[src/rtl/ieee.sv]
// rtl/ieee.sv - single-precision IEEE-754 adder/subtractor, 4-stage pipeline, registered outputs
module ieee (
    input  logic        clk,
    input  logic        rst,
    input  logic        command,
    input  logic [31:0] number1,
    input  logic [31:0] number2,
    output logic        sum1,
    output logic [7:0]  sum2,
    output logic [22:0] sum3
);
    // operand capture
    logic        in_cmd;
    logic [31:0] in_a, in_b;

    // stage 1: unpack, classify, order by magnitude
    logic        sa, sb, na, nb, ia, ib, a_ge;
    logic [7:0]  ea, eb;
    logic [22:0] fa, fb;

    assign ea   = in_a[30:23];
    assign eb   = in_b[30:23];
    assign fa   = (ea == 8'h00) ? 23'h0 : in_a[22:0];
    assign fb   = (eb == 8'h00) ? 23'h0 : in_b[22:0];
    assign sa   = in_a[31];
    assign sb   = in_b[31] ^ ~in_cmd;
    assign na   = (&ea) & (|fa);
    assign nb   = (&eb) & (|fb);
    assign ia   = (&ea) & ~(|fa);
    assign ib   = (&eb) & ~(|fb);
    assign a_ge = {ea, fa} >= {eb, fb};

    logic        s1_sign, s1_sub, s1_nan, s1_inf, s1_inf_sign;
    logic [7:0]  s1_exp, s1_diff;
    logic [23:0] s1_mbig, s1_msml;

    // stage 2: align smaller significand, keep guard/round/sticky
    logic [49:0] align_sh;
    logic [23:0] al_m;
    logic [2:0]  al_grs;

    assign align_sh = {s1_msml, 26'h0} >> s1_diff;

    always_comb begin
        al_m   = align_sh[49:26];
        al_grs = {align_sh[25], align_sh[24], |align_sh[23:0]};
        if (s1_diff >= 8'd26) begin
            al_m   = 24'h0;
            al_grs = {2'b00, |s1_msml};
        end
    end

    logic        s2_sign, s2_sub, s2_nan, s2_inf, s2_inf_sign;
    logic [7:0]  s2_exp;
    logic [23:0] s2_mbig, s2_msml;
    logic [2:0]  s2_grs;

    // stage 3: significand add/subtract, frame is {carry, 24-bit mantissa, G, R, S}
    logic [27:0] op_big, op_sml;

    assign op_big = {1'b0, s2_mbig, 3'b000};
    assign op_sml = {1'b0, s2_msml, s2_grs};

    logic        s3_sign, s3_sub, s3_nan, s3_inf, s3_inf_sign;
    logic [7:0]  s3_exp;
    logic [27:0] s3_sum;

    // stage 4: normalise, round to nearest even, resolve specials
    logic [4:0]  lzc;
    logic [26:0] nsh;
    logic [23:0] mant;
    logic        rg, rst_bit;
    logic [24:0] mr;
    logic [9:0]  e_n, e_r;
    logic [22:0] frac_r;
    logic        r_sign;
    logic [7:0]  r_exp;
    logic [22:0] r_frac;

    always_comb begin
        lzc = 5'd0;
        for (int i = 0; i < 27; i++) begin
            if (s3_sum[i]) lzc = 5'(26 - i);
        end
        nsh = s3_sum[26:0] << lzc;
        if (s3_sum[27]) begin
            mant    = s3_sum[27:4];
            rg      = s3_sum[3];
            rst_bit = |s3_sum[2:0];
            e_n     = {2'b00, s3_exp} + 10'd1;
        end else begin
            mant    = nsh[26:3];
            rg      = nsh[2];
            rst_bit = |nsh[1:0];
            e_n     = {2'b00, s3_exp} - {5'b00000, lzc};
        end
        mr     = {1'b0, mant} + {24'h0, rg & (rst_bit | mant[0])};
        e_r    = e_n + {9'h0, mr[24]};
        frac_r = mr[24] ? mr[23:1] : mr[22:0];

        r_sign = s3_sign;
        r_exp  = e_r[7:0];
        r_frac = frac_r;
        if (s3_nan) begin
            r_sign = 1'b0;
            r_exp  = 8'hFF;
            r_frac = 23'h400000;
        end else if (s3_inf) begin
            r_sign = s3_inf_sign;
            r_exp  = 8'hFF;
            r_frac = 23'h0;
        end else if (s3_sum == 28'h0) begin
            // cancellation gives +0; only like-signed zeros keep their sign
            r_sign = s3_sub ? 1'b0 : s3_sign;
            r_exp  = 8'h00;
            r_frac = 23'h0;
        end else if (e_r[9] || e_r == 10'd0) begin
            r_exp  = 8'h00;
            r_frac = 23'h0;
        end else if (e_r >= 10'd255) begin
            r_exp  = 8'hFF;
            r_frac = 23'h0;
        end
    end

    always_ff @(posedge clk or posedge rst) begin
        if (rst) begin
            in_cmd      <= 1'b0;
            in_a        <= 32'h0;
            in_b        <= 32'h0;
            s1_sign     <= 1'b0;
            s1_sub      <= 1'b0;
            s1_nan      <= 1'b0;
            s1_inf      <= 1'b0;
            s1_inf_sign <= 1'b0;
            s1_exp      <= 8'h0;
            s1_diff     <= 8'h0;
            s1_mbig     <= 24'h0;
            s1_msml     <= 24'h0;
            s2_sign     <= 1'b0;
            s2_sub      <= 1'b0;
            s2_nan      <= 1'b0;
            s2_inf      <= 1'b0;
            s2_inf_sign <= 1'b0;
            s2_exp      <= 8'h0;
            s2_mbig     <= 24'h0;
            s2_msml     <= 24'h0;
            s2_grs      <= 3'b000;
            s3_sign     <= 1'b0;
            s3_sub      <= 1'b0;
            s3_nan      <= 1'b0;
            s3_inf      <= 1'b0;
            s3_inf_sign <= 1'b0;
            s3_exp      <= 8'h0;
            s3_sum      <= 28'h0;
            sum1        <= 1'b0;
            sum2        <= 8'h0;
            sum3        <= 23'h0;
        end else begin
            in_cmd      <= command;
            in_a        <= number1;
            in_b        <= number2;

            s1_sign     <= a_ge ? sa : sb;
            s1_sub      <= sa ^ sb;
            s1_nan      <= na | nb | (ia & ib & (sa ^ sb));
            s1_inf      <= ia | ib;
            s1_inf_sign <= ia ? sa : sb;
            s1_exp      <= a_ge ? ea : eb;
            s1_diff     <= a_ge ? (ea - eb) : (eb - ea);
            s1_mbig     <= a_ge ? {|ea, fa} : {|eb, fb};
            s1_msml     <= a_ge ? {|eb, fb} : {|ea, fa};

            s2_sign     <= s1_sign;
            s2_sub      <= s1_sub;
            s2_nan      <= s1_nan;
            s2_inf      <= s1_inf;
            s2_inf_sign <= s1_inf_sign;
            s2_exp      <= s1_exp;
            s2_mbig     <= s1_mbig;
            s2_msml     <= al_m;
            s2_grs      <= al_grs;

            s3_sign     <= s2_sign;
            s3_sub      <= s2_sub;
            s3_nan      <= s2_nan;
            s3_inf      <= s2_inf;
            s3_inf_sign <= s2_inf_sign;
            s3_exp      <= s2_exp;
            s3_sum      <= s2_sub ? (op_big - op_sml) : (op_big + op_sml);

            sum1        <= r_sign;
            sum2        <= r_exp;
            sum3        <= r_frac;
        end
    end
endmodule

[config.mk]
export PLATFORM = sky130hd
export DESIGN_NAME = ieee
export DESIGN_NICKNAME = d
export VERILOG_FILES = /design/src/rtl/ieee.sv
export SDC_FILE = /design/constraint.sdc
export NUM_CORES = 1
export LEC_CHECK = 0
export BUFFER_PORTS_ARGS = -buffer_cell sky130_fd_sc_hd__buf_2
export CAP_MARGIN = 20
export CORE_MARGIN = 2
export CORE_UTILIZATION = 35
export CTS_BUF_LIST = sky130_fd_sc_hd__clkbuf_4
export DETAILED_ROUTE_END_ITERATION = 6
export SLEW_MARGIN = 30
export SYNTH_ARGS = -nofsm -noshare
export SYNTH_HDL_FRONTEND = slang
export SYNTH_SLANG_ARGS = --single-unit
export TNS_END_PERCENT = 50
[constraint.sdc]
create_clock -name clk -period 9.1 [get_ports clk]
set_input_delay 1.365 -clock clk [delete_from_list [all_inputs] [get_ports clk]]
set_output_delay 1.365 -clock clk [all_outputs]
set_load 0.01 [all_outputs]
Yosys cells after proc, flatten, opt, wreduce, memory -nomap -nowiden
Index checks and enable logic that the tools add are counted.

Output and inout bits: 32. Bits in registers: 271. Logic and storage cells: 132. Input bits: 67.

Bitwise gates (word level): 16. Shift-type cells: 2. Reduce and logical (&&, ||, !) cells: 15. $add $sub $neg: 8. Muxes and demuxes: 57. $lt $le $gt $ge: 3.

Operators by type and width (number): $mux 23 (8); $mux 5 (27); $mux 24 (4); $mux 8 (7); $shr 50x8->50 (1); $reduce_or 24->1 (2); $reduce_or 23->1 (2); $ge 31x31->1 (1); $add 27x27->28 (1); $logic_not 28->1 (1); $mux 28 (1); $sub 27x27->28 (1); $shl 27x5->27 (1); $add 24x1->25 (1); $logic_not 8->1 (2); $reduce_and 8->1 (2); $reduce_or 8->1 (2); $sub 8x8->8 (2); $add 10x1->10 (1); $ge 10x8->1 const B (1); $logic_not 10->1 (1); $mux 10 (1); $add 8x1->9 const B (1); $sub 8x5->9 (1); other kinds (10) (29).

Logic depth before layout (Yosys ltp)
Depth in word-level cells: 40. Depth in mapped cells: 32. Mapped depth without buffers: 26.

Worst setup path before layout
OpenSTA, ideal clock, no wires.

Path type: register to register. From: register s3_sum[8]. To: register sum3[17]. Arrival: 6.306 ns. Setup time: 0.075 ns. Path slack: 2.719 ns. Path buffers: 6. Period minus slack after synthesis: 6.381 ns. Data required time: 9.025 ns. Stages on the path, launching flop included: 31. Path through: dfrtp_1 -> or2_0 -> a2111oi_0 -> o211ai_1 -> and2_1 -> buf_2 -> inv_2 -> buf_2 -> buf_2 -> nand4_1 -> o221ai_1 -> a22o_1 -> ha_1 -> and3_1 -> a41oi_1 -> a211oi_2 -> nand3_2 -> nor2_1 -> and4_1 -> ha_1 -> and3_1 -> clkbuf_1 -> nand3_1 -> nor3_1 -> a21boi_1 -> o32a_1 -> or4_1 -> clkbuf_1 -> a21o_2 -> buf_6 -> nor2_1.

Word-level cells in the longest chain between the ends: 32. Elaborated cells between the ends (all ways): 40. Those cells by class: add/sub: 3; order compare: 1; shift: 1; mux: 29; bitwise: 2; reduce/logical: 4.

RTL lines: start, declared (line 66) `logic [27:0] s3_sum;`; start signal, assigned (line 190) `s3_sum <= s2_sub ? (op_big - op_sml) : (op_big + op_sml);`; $mux 5 (19 in a row) (line 83) `if (s3_sum[i]) lzc = 5'(26 - i);`; $shl 27x5->27 (line 85) `nsh = s3_sum[26:0] << lzc;`; $reduce_or 2->1 (line 94) `rst_bit = |nsh[1:0];`; $mux 1 (line 86) `if (s3_sum[27]) begin`; $or 1x1->1 (line 97) `mr = {1'b0, mant} + {24'h0, rg & (rst_bit | mant[0])};`; $and 1x1->1 (line 97); $add 24x1->25 (line 97); $add 10x1->10 (line 98) `e_r = e_n + {9'h0, mr[24]};`; $ge 10x8->1 or $logic_not 10->1 (tied branches) (line 120, 117); $mux 23 or $logic_or 1x1->1 (tied branches) (line 120, 117); $mux 23 (line 117) `end else if (e_r[9] || e_r == 10'd0) begin`; $mux 23 (*) (line 112) `end else if (s3_sum == 28'h0) begin`; $mux 23 (*) (line 108) `end else if (s3_inf) begin`; $mux 23 (*) (line 104) `if (s3_nan) begin`; via r_frac[17] (line 78) `logic [22:0] r_frac;`; end signal, assigned (line 194) `sum3 <= r_frac;`; end, declared (line 10) `output logic [22:0] sum3`.

The timed path passes the listed nets; every way through them passes the cells marked *.

Worst setup path after layout
From: register s3_sum[7]. To: register sum3[18].

Word-level cells in the longest chain between the ends: 33. Elaborated cells between the ends (all ways): 41. Those cells by class: add/sub: 3; order compare: 1; shift: 1; mux: 30; bitwise: 2; reduce/logical: 4.

RTL lines (line): $mux 5 (20 in a row) (83); $shl 27x5->27 (85); $reduce_or 2->1 (94); $mux 1 (86); $or 1x1->1 (97); $and 1x1->1 (97); $add 24x1->25 (97); $add 10x1->10 (98); $ge 10x8->1 or $logic_not 10->1 (tied branches) (120, 117); $mux 23 or $logic_or 1x1->1 (tied branches) (120, 117); $mux 23 (117); $mux 23 (*) (112); $mux 23 (*) (108); $mux 23 (*) (104); via r_frac[18] (78).

Marks and branches as above.

==> flow_summary.yaml <==
sta:
  report.final.hold_viol_count: 0
  fin_skew_ns: 0.0599
  worstMarginPinSlew_ns: 0.861
  rsz0062_at_grt: "no"
  fmax_ghz: 0.129
  relSlewSlack_pct: 41.1
  period_needed_ns: 7.73
  drv_slew: 0
  hold_ws_ns: 0.343
  setup_viol: 0
  setup_tns_ns: 0
  period_share_pct: 84.9
synth:
  synth_flop_cell: "dfrtp_1"
  avgSynthCellArea_sq_um: 9.14
  ys_async_sr_fraction_pct: 100
  synth_cell_types: 91
  synth_nets: 1995
  yosysWarningCount: 0
  ys_ff_latch: 271
  synthCells: 1828
  synth_area_sq_um: 16700
  ys_seq_area_share_pct: 40.6
  synth_edf_count: 0
power_and_ir_drop:
  pwr_density_cell_nw_per_um2: 236
  sw_frac_of_total_pct: 40.9
  seqPwrFrac_pct: 36.9
  p_switching_mw: 1.79
  total_power_mw: 4.38
  ir_drop_v: 0.0000973
  pwr-share-comb_pct: 40.2
  p_int_mw: 2.59
  p_leak_nw: 8.30
  clkPwrFrac_pct: 22.9
route:
  vias: 14100
  drt-pass1-iter-count: 7
  drt_iter0_markers: 974
  routed_wl_microns: 46300
  drc: 0
  viasPerCell: 5.47
  routedWlPerCell_microns: 17.9
  drtAntennaViolNets: 0
clock_tree:
  clock-root-buffer: "clkbuf_4"
  clkTransAtPathRegs_ns: 0.06
  clock_latency_ns: 0.77
  cts.path.max_buffers: 3
  postCtsSetupRepairBufs: 0
  htree_levels: 3
  cts_buffers: 73
  cts_tree: "built"
  cts_resized: 0
  cts_sinks: 271
  hold_buffers: 0
finish:
  syn_to_final_growth_pct: 11.3
  drive_gt1_share_pct: 14.6
  final_common_cell: "dfrtp_1"
  multi_input_area_sq_um: 9060
  seqCellArea_sq_um: 6780
  layout.cells.most_common_list: "271 x dfrtp_1, 175 x nand2_1, 154 x nor2_1"
  nets: 2095
  fillCellCount: 4803
placed_design:
  port_buffers: 98
  routabilityCongestion: 0.932
  dp_hpwl_microns: 35700
floorplanning:
  pin_count: 99
  rows: 80
  start_util_pct: 35.2
  die_height_microns: 223
  die-area_sq_um: 49500
  die-width_microns: 223
  core_sq_um: 47400
worst_hold_path:
  min-delay-start: "s1_exp[0]$_DFF_PP0_"
  worstHoldPathCells: 0
  min_to: "s2_exp[0]$_DFF_PP0_"
  hold_class: "reg2reg"
critical_path:
  worstReg2RegEnd: "sum3[18]$_DFF_PP0_"
  r2r_cells: 24
  cp-end-kind: "flop"
  crit_path_start_kind: "flop"
  timing.rr.start: "s3_sum[7]$_DFF_PP0_"
  critical_path_class: "reg2reg"
  critPathLaunch: "s3_sum[7]$_DFF_PP0_"
  required_ns: 9.73
  cp_max_fo: 15
  crit_arrival_ns: 8.36
  r2r_slack_ns: 1.37
outcome:
  outcome: "completed"
global_routing:
  grt_pass1_wl_microns: 74100
  antenna_found_initial: 1
  grt_pass1_vias: 14000
  grt_usage_pct: 18.7
  grt_start_max_net_pins: 108
  grt-ovfl-total: 0
flow_run:
  cap_violations: 0
## cell families after synthesis
family	after synthesis	share of synthesized area, %
mux	77	5.74
simple gates	619	18.1
compound gates	481	19.4
buf+inv	217	5.30
xor+xnor	63	3.30
fa+ha+maj	100	7.67
flops	271	40.6
## Yosys cell counts (22+ instances only)
master | n | share of area [%]
o21ai_0 | 133 | 4.0
xnor2_1 | 40 | 2.1
dfrtp_1 | 271 | 41
nor2_1 | 154 | 3.5
inv_1 | 115 | 2.6
nor3_1 | 49 | 1.5
xor2_1 | 23 | 1.2
mux2i_1 | 53 | 3.2
nand2b_1 | 30 | 1.1
clkbuf_1 | 64 | 1.4
nand2_1 | 175 | 3.9
nand3_1 | 65 | 1.9
a21oi_1 | 88 | 2.6
nor4_1 | 25 | 0.94
nor2b_1 | 23 | 0.86
nand4_1 | 22 | 0.82
a211oi_1 | 32 | 1.4
ha_1 | 96 | 7.2
## worst max path at each step
| stage | end | slack, ns | cells past startpoint |
|---|---|---|---|
| 6_report | sum3[18]$_DFF_PP0_ | 1.37 | 24 |
| 2_1_floorplan | in_a[0]$_DFF_PP0_ | 0.27 | 1 |
| 5_1_grt | sum3[18]$_DFF_PP0_ | 0.78 | 24 |
| 3_5_place_dp | sum3[18]$_DFF_PP0_ | 1.50 | 24 |
| 4_1_cts | sum3[18]$_DFF_PP0_ | 1.47 | 24 |
| 3_3_place_gp | sum3[21]$_DFF_PP0_ | 1.70 | 20 |
## state kept, by name (all words and copies together), names as in the netlist, 3 cells and up
register and count:
sum3 23, s2_mbig 24, in_a 32, s3_exp 8
sum2 8, s1_mbig 24, s2_exp 8, s1_diff 8
s1_msml 24, s1_exp 8, s2_msml 24, s2_grs 3
in_b 32, s3_sum 28
## through the flow
stage / util (%) / worst slack [ns] / cells / instance area, sq um
global route: 39.2 / 0.778 / 2583 / 18600
global placement: 37.4 / 1.70 / 2468 / 17700
floorplan: - / 0.268 / 1828 / 16700
finish: 39.2 / 1.37 / 2583 / 18600
CTS: 39.2 / 1.47 / 2582 / 18600
detailed placement: 37.4 / 1.50 / 2468 / 17700
## worst max-delay path, cell delays in order, from the launching register on
cell and delay [ns]:
dfrtp_1 0.50, or2_0 0.29, a2111oi_0 0.69, o211ai_1 0.20, and2_1 0.23, inv_2 0.22, nand2_1 0.19, o221ai_1 0.44
a22o_1 0.20, ha_1 0.20, and3_1 0.16, a41oi_1 0.06, a211oi_2 0.41, nand3_2 0.25, nor2_1 0.40, and4_1 0.33
ha_1 0.19, and3_1 0.26, nand3_1 0.17, nor3_1 0.45, a21boi_1 0.15, o32a_1 0.39, or4_1 0.69, a21o_2 0.36
o21ai_0 0.21
## layout make-up
| class | count | share of cell area [%] |
|---|---|---|
| multi-input combinational | 1340 | 48.7 |
| sequential | 271 | 36.5 |
| tap | 615 | 4.14 |
| timing repair buffer | 123 | 3.69 |
| clock buffer | 90 | 3.63 |
| inverter | 119 | 2.44 |
| clock inverter | 24 | 0.948 |
| antenna | 1 | 0.0135 |
## power by group through the flow
stage / Clock, mW / Sequential, mW / Combinational (mW)
4_1_cts: 1.05 / 1.62 / 1.74
2_1_floorplan: 0 / 1.56 / 1.26
6_report: 1.00 / 1.62 / 1.76
3_5_place_dp: 0 / 1.64 / 1.73
3_3_place_gp: 0 / 1.63 / 1.75
5_1_grt: 1.12 / 1.65 / 1.92
## metal layers
layer  GRT usage (%)  part of all wire, %  up-vias
met3            3.16                  4.8      112
met4            9.33                  4.5        0
met1            23.2                   42     6751
li1                -                    -     6801
met2            31.4                   48      475
met5               0                    0        -
No activity file was read; power rests on OpenSTA's default activity.
